[src/rtl/am_envelope_detector.sv]
// AM envelope detector: sequential CORDIC magnitude, shift-add gain
// correction and a leaky-average DC blocker on decimated I/Q pairs.
module am_envelope_detector #(
    parameter int BITS     = 16,
    parameter int ITER     = 12,
    parameter int DC_SHIFT = 10
) (
    input  logic                   CLK,
    input  logic                   RST,
    input  logic signed [BITS-1:0] i_in,
    input  logic signed [BITS-1:0] q_in,
    input  logic                   in_tick,
    output logic signed [BITS-1:0] env_out,
    output logic                   out_tick,
    output logic                   busy,
    output logic                   overrun
);

    localparam int W  = BITS + 2;
    localparam int AW = W + DC_SHIFT;
    localparam int KW = (ITER > 1) ? $clog2(ITER) : 1;

    localparam logic signed [W:0] SMAX = (W+1)'(2**(BITS-1) - 1);
    localparam logic signed [W:0] SMIN = (W+1)'(-(2**(BITS-1)));

    typedef enum logic [1:0] {
        IDLE,
        ROTATE,
        SCALE,
        DCBLK
    } state_t;

    state_t state, state_n;

    logic [KW-1:0]          k, k_n;
    logic                   phase, phase_n;
    logic signed [W-1:0]    x, x_n, y, y_n;
    logic signed [W-1:0]    pa, pa_n, pb, pb_n;
    logic signed [W-1:0]    mag, mag_n;
    logic signed [AW-1:0]   acc, acc_n;
    logic signed [BITS-1:0] env_n;
    logic                   out_tick_n;
    logic                   overrun_n;

    logic signed [W-1:0]    ie, qe, xs, ys, dc;
    logic signed [W:0]      diff;

    assign ie   = {{2{i_in[BITS-1]}}, i_in};
    assign qe   = {{2{q_in[BITS-1]}}, q_in};
    assign xs   = x >>> k;
    assign ys   = y >>> k;
    assign dc   = acc[AW-1:DC_SHIFT];
    assign diff = {mag[W-1], mag} - {dc[W-1], dc};
    assign busy = (state != IDLE);

    always_comb begin
        state_n    = state;
        k_n        = k;
        phase_n    = phase;
        x_n        = x;
        y_n        = y;
        pa_n       = pa;
        pb_n       = pb;
        mag_n      = mag;
        acc_n      = acc;
        env_n      = env_out;
        out_tick_n = 1'b0;
        overrun_n  = overrun;
        if (in_tick && state != IDLE) begin
            overrun_n = 1'b1;
        end
        unique case (state)
            IDLE: begin
                if (in_tick) begin
                    state_n = ROTATE;
                    k_n     = '0;
                    phase_n = 1'b0;
                    // fold the left half-plane so the CORDIC range suffices
                    if (i_in[BITS-1]) begin
                        x_n = -ie;
                        y_n = -qe;
                    end else begin
                        x_n = ie;
                        y_n = qe;
                    end
                end
            end
            ROTATE: begin
                if (!y[W-1]) begin
                    x_n = x + ys;
                    y_n = y - xs;
                end else begin
                    x_n = x - ys;
                    y_n = y + xs;
                end
                if (k == KW'(ITER - 1)) begin
                    state_n = SCALE;
                    k_n     = '0;
                end else begin
                    k_n = k + KW'(1);
                end
            end
            SCALE: begin
                // gain correction split over two cycles: partials, then difference
                if (!phase) begin
                    pa_n    = (x >>> 1) + (x >>> 3);
                    pb_n    = (x >>> 6) + (x >>> 9);
                    phase_n = 1'b1;
                end else begin
                    mag_n   = pa - pb;
                    phase_n = 1'b0;
                    state_n = DCBLK;
                end
            end
            DCBLK: begin
                if (diff > SMAX) begin
                    env_n = SMAX[BITS-1:0];
                end else if (diff < SMIN) begin
                    env_n = SMIN[BITS-1:0];
                end else begin
                    env_n = diff[BITS-1:0];
                end
                acc_n      = acc + AW'(diff);
                out_tick_n = 1'b1;
                state_n    = IDLE;
            end
            default: state_n = IDLE;
        endcase
    end

    always_ff @(posedge CLK) begin
        if (RST) begin
            state    <= IDLE;
            k        <= '0;
            phase    <= 1'b0;
            x        <= '0;
            y        <= '0;
            pa       <= '0;
            pb       <= '0;
            mag      <= '0;
            acc      <= '0;
            env_out  <= '0;
            out_tick <= 1'b0;
            overrun  <= 1'b0;
        end else begin
            state    <= state_n;
            k        <= k_n;
            phase    <= phase_n;
            x        <= x_n;
            y        <= y_n;
            pa       <= pa_n;
            pb       <= pb_n;
            mag      <= mag_n;
            acc      <= acc_n;
            env_out  <= env_n;
            out_tick <= out_tick_n;
            overrun  <= overrun_n;
        end
    end

endmodule

[config.mk]
export PLATFORM = sky130hd
export DESIGN_NAME = am_envelope_detector
export DESIGN_NICKNAME = d
export VERILOG_FILES = /design/src/rtl/am_envelope_detector.sv
export SDC_FILE = /design/constraint.sdc
export NUM_CORES = 1
export LEC_CHECK = 0
export ABC_AREA = 1
export BUFFER_PORTS_ARGS = -buffer_cell sky130_fd_sc_hd__buf_2
export CORE_MARGIN = 5
export CORE_UTILIZATION = 30
export CTS_BUF_LIST = sky130_fd_sc_hd__clkbuf_8
export DETAILED_ROUTE_END_ITERATION = 8
export GPL_ROUTABILITY_DRIVEN = 0
export GPL_TIMING_DRIVEN = 0
export PLACE_DENSITY_LB_ADDON = 0.2
export SETUP_SLACK_MARGIN = 0.05
export SYNTH_ARGS = -nofsm -noshare
export SYNTH_HDL_FRONTEND = slang
export SYNTH_SLANG_ARGS = --single-unit
[constraint.sdc]
create_clock -name CLK -period 4.9 [get_ports CLK]
set_input_delay 0 -clock CLK [delete_from_list [all_inputs] [get_ports CLK]]
set_output_delay 0 -clock CLK [all_outputs]
set_load 0.02 [all_outputs]
==> out/qor.txt <==
Die X-Extent: 227 um
Max_slew headroom: 34.0%
Hold Path Cell Cnt: 6
CP Capture Type: register
Startpoint Class: register
First-pass GRT wire length: 78200 um
Vias per Instance: 5.13
Clk slew on worst S/H paths: 110 ps
Mapped Avg Cell Area: 6.26 um^2
Drt pass-1 iters: 5
Top Usage Layer GRT: met2
Reg2Reg Setup Slack: 580 ps
CTS buffer count: 17
Hold Path End: x[6]
Fin crit share: 88.2%
Met3 Use GR: 3.73%
Cell mode on critical path: nand2_1
Min-delay src: i_in[3]
Final HPWL DP: 40300 um
M2 GR Usage: 32.2%
Top_reg_cell synth: dfxtp_1
Critical Path RT: 5270 ps
Total gr overflow: 0
Yosys cell types: 53
Clock Latency Late Sink: 510 ps
Syn Inst Count: 2257
Routed len/inst: 16.7 um
Fmax: 231 MHz
Final setup fails: 0
Worst-path maximum fanout: 8
Vias in the first global route: 14.3k
Top-count cell post-synth: nand2_1
Vias post-DR: 15.3k
Largest net degree at the start of global routing: 17
CTS Sinks: 137
MaxCap Viol Count: 0
Bufs and invs on worst path: 4
Total Wirelength: 49800 um
Share of cells above drive strength 1: 6.83%
Final-report hold violation count: 0
Share of the synthesized area in the top cell type: 19.4%
Async SR Flop Fraction: 0%
Cell Chain, Critical Path: clkbuf_1 > inv_1 > nand2_1 > nand3_1 > nand3_1 > nand2_1 > nand2_1 > nand2_2 > nand2_1 > o31ai_1 > nand2_1 > xnor2_1 > inv_1 > ha_1 > nand2_1 > nor2_1 > nand2_1 > o311ai_0 > inv_1 > nand3_1 > nand3_1 > nand2_1 > a21oi_2
Final #Nets: 2534
Sequential area share after synthesis: 19.4%
Met1 global-route usage: 25.1%
Yosys warning total: 0
Outcome: finished clean
Worst Skew: 24.1 ps
RSZ-0062 raised after global routing: false
Final WS setup: 577 ps
Synth top area cells: dfxtp_1, nand2_1, ha_1
Die Y-Extent: 227 um
Worst R2R Path Depth: 23
Syn nets: 2431
Pins Over Slew Limit: 0
Min cycle time layout: 4320 ps
Clock root cell: clkbuf_8
DP Worst Slack: 586 ps
Die area: 0.0515 mm^2
Routed Antenna Nets: 0
Post-Route Setup TNS: 0 ps
Worst Tran Pin Value: 990 ps
Row cnt: 79
Clock Path Buffers: 2
Htree depth: 4
FF-to-FF End: y[17]
Diode count: 0
Number of synthesized register bits: 137
Crit-path leading delay family: simple AND/OR/NAND/NOR gates
Commonest cells in the netlist: nand2_1, inv_1, a21oi_1, o21ai_0, nor2_1
Initial core utilization: 30.3%
Area growth from synthesis to layout: 12.3%
Total GRT Usage: 19.2%
CP Class: reg2reg
Post-Syn Area: 0.0141 mm^2
Core area: 0.0466 mm^2
Fillcell total: 5107
Reg2reg start: x[17]
Number of antenna violations at the first check in global routing: 0
Ports: 54
Post-CTS Setup Bufs: 0
TritonCTS clock tree: yes
Port Buffers: 52
HP Class: in2reg
Detailed router's first-iteration violation count: 1024
Worst path slowest cell: o311ai_0
Worst EP arrival: 4700 ps
EDFF count, synth: 0
CP max stage delay: 410 ps
Largest area contributor in the netlist: dfxtp_1
DRC: 0
[worst reg2reg max path, delay by kind of cell, from the launching register on]
| kind | cells | cell delay (ps) |
|---|---|---|
| flops | 1 | 400 |
| compound gates | 3 | 810 |
| buf+inv | 4 | 800 |
| simple gates | 14 | 1550 |
| fa+ha+maj | 1 | 360 |
| xor+xnor | 1 | 300 |
[cell families (layout without fill, tap and decap cells)]
logic type / after synthesis / in the layout / share of synthesized area, %
compound gates: 578 / 578 / 22.8
xor+xnor: 100 / 100 / 6.25
fa+ha+maj: 139 / 139 / 12.7
buf+inv: 369 / 485 / 10.5
flops: 137 / 137 / 19.4
mux: 2 / 2 / 0.151
simple gates: 932 / 932 / 28.2
[placed cells by master (no fill, tap or decap), types with 13 or more instances in the layout]
cell type	Yosys	routed
nand2_1	466	466
inv_1	276	277
a21oi_1	228	228
o21ai_0	215	215
nor2_1	192	192
nand3_1	189	189
dfxtp_1	137	137
ha_1	132	132
xor2_1	72	72
buf_2	9	61
clkbuf_1	55	55
dlygate4sd3_1	0	32
o211ai_1	30	30
xnor2_1	27	27
a31oi_1	25	25
nor3_1	24	24
clkbuf_8	0	17
nand4_1	13	13
[metal layers]
metal | part of all wire, % | vias up | routed length [um]
met3 | 5.4 | 75 | 2670
met4 | 2.9 | 0 | 1440
li1 | - | 7763 | -
met1 | 45 | 7008 | 22600
met5 | 0 | - | 0
met2 | 46 | 429 | 23100
[worst max path at each step]
stage | from | end | slack, ps | cells past startpoint
6_report | x[17] | y[17] | 580 | 23
4_1_cts | x[17] | y[17] | 560 | 23
3_5_place_dp | x[17] | y[17] | 590 | 23
5_1_grt | x[17] | y[17] | 150 | 23
2_1_floorplan | k[0] | y[17] | 1350 | 28
3_3_place_gp | x[17] | y[17] | 570 | 23
[sequential cells by signal, summed over array words and instances, names as in the netlist]
| register | count |
|---|---|
| acc | 28 |
| mag | 18 |
| x | 18 |
| y | 18 |
| pa | 17 |
| env_out | 16 |
| pb | 13 |
| k | 4 |
| state | 2 |
| out_tick | 1 |
| overrun | 1 |
| phase | 1 |
[stage by stage]
stage               utilization, %  hold slack, ps  instances  area (um^2)
finish                        34.1            59.8       2980        15900
global route                  34.1            94.7       2980        15900
CTS                           34.1            3.89       2980        15900
detailed placement            32.5             275       2916        15100
floorplan                        -             145       2257        14100
global placement              32.5             268       2916        15100
[layout make-up]
type                       count  area [um^2]  share of cell area [%]
sequential                   137         2740                    17.3
timing repair buffer          84          581                    3.66
tap                          607          759                    4.79
buffer                        86          413                    2.60
inverter                     283         1070                    6.73
multi-input combinational   1751         9900                    62.4
clock inverter                15          169                    1.06
clock buffer                  17          234                    1.47
[what timing repair did]
item / 4_1_cts / 5_1_grt
hold buffers: 32 / 0
resized for setup: 0 / 0
endpoints found under the hold margin: 32 / 0
Power is left out: the tool's default activity adds up to more than one toggle a clock period on the data nets, which glitch-free logic cannot reach.
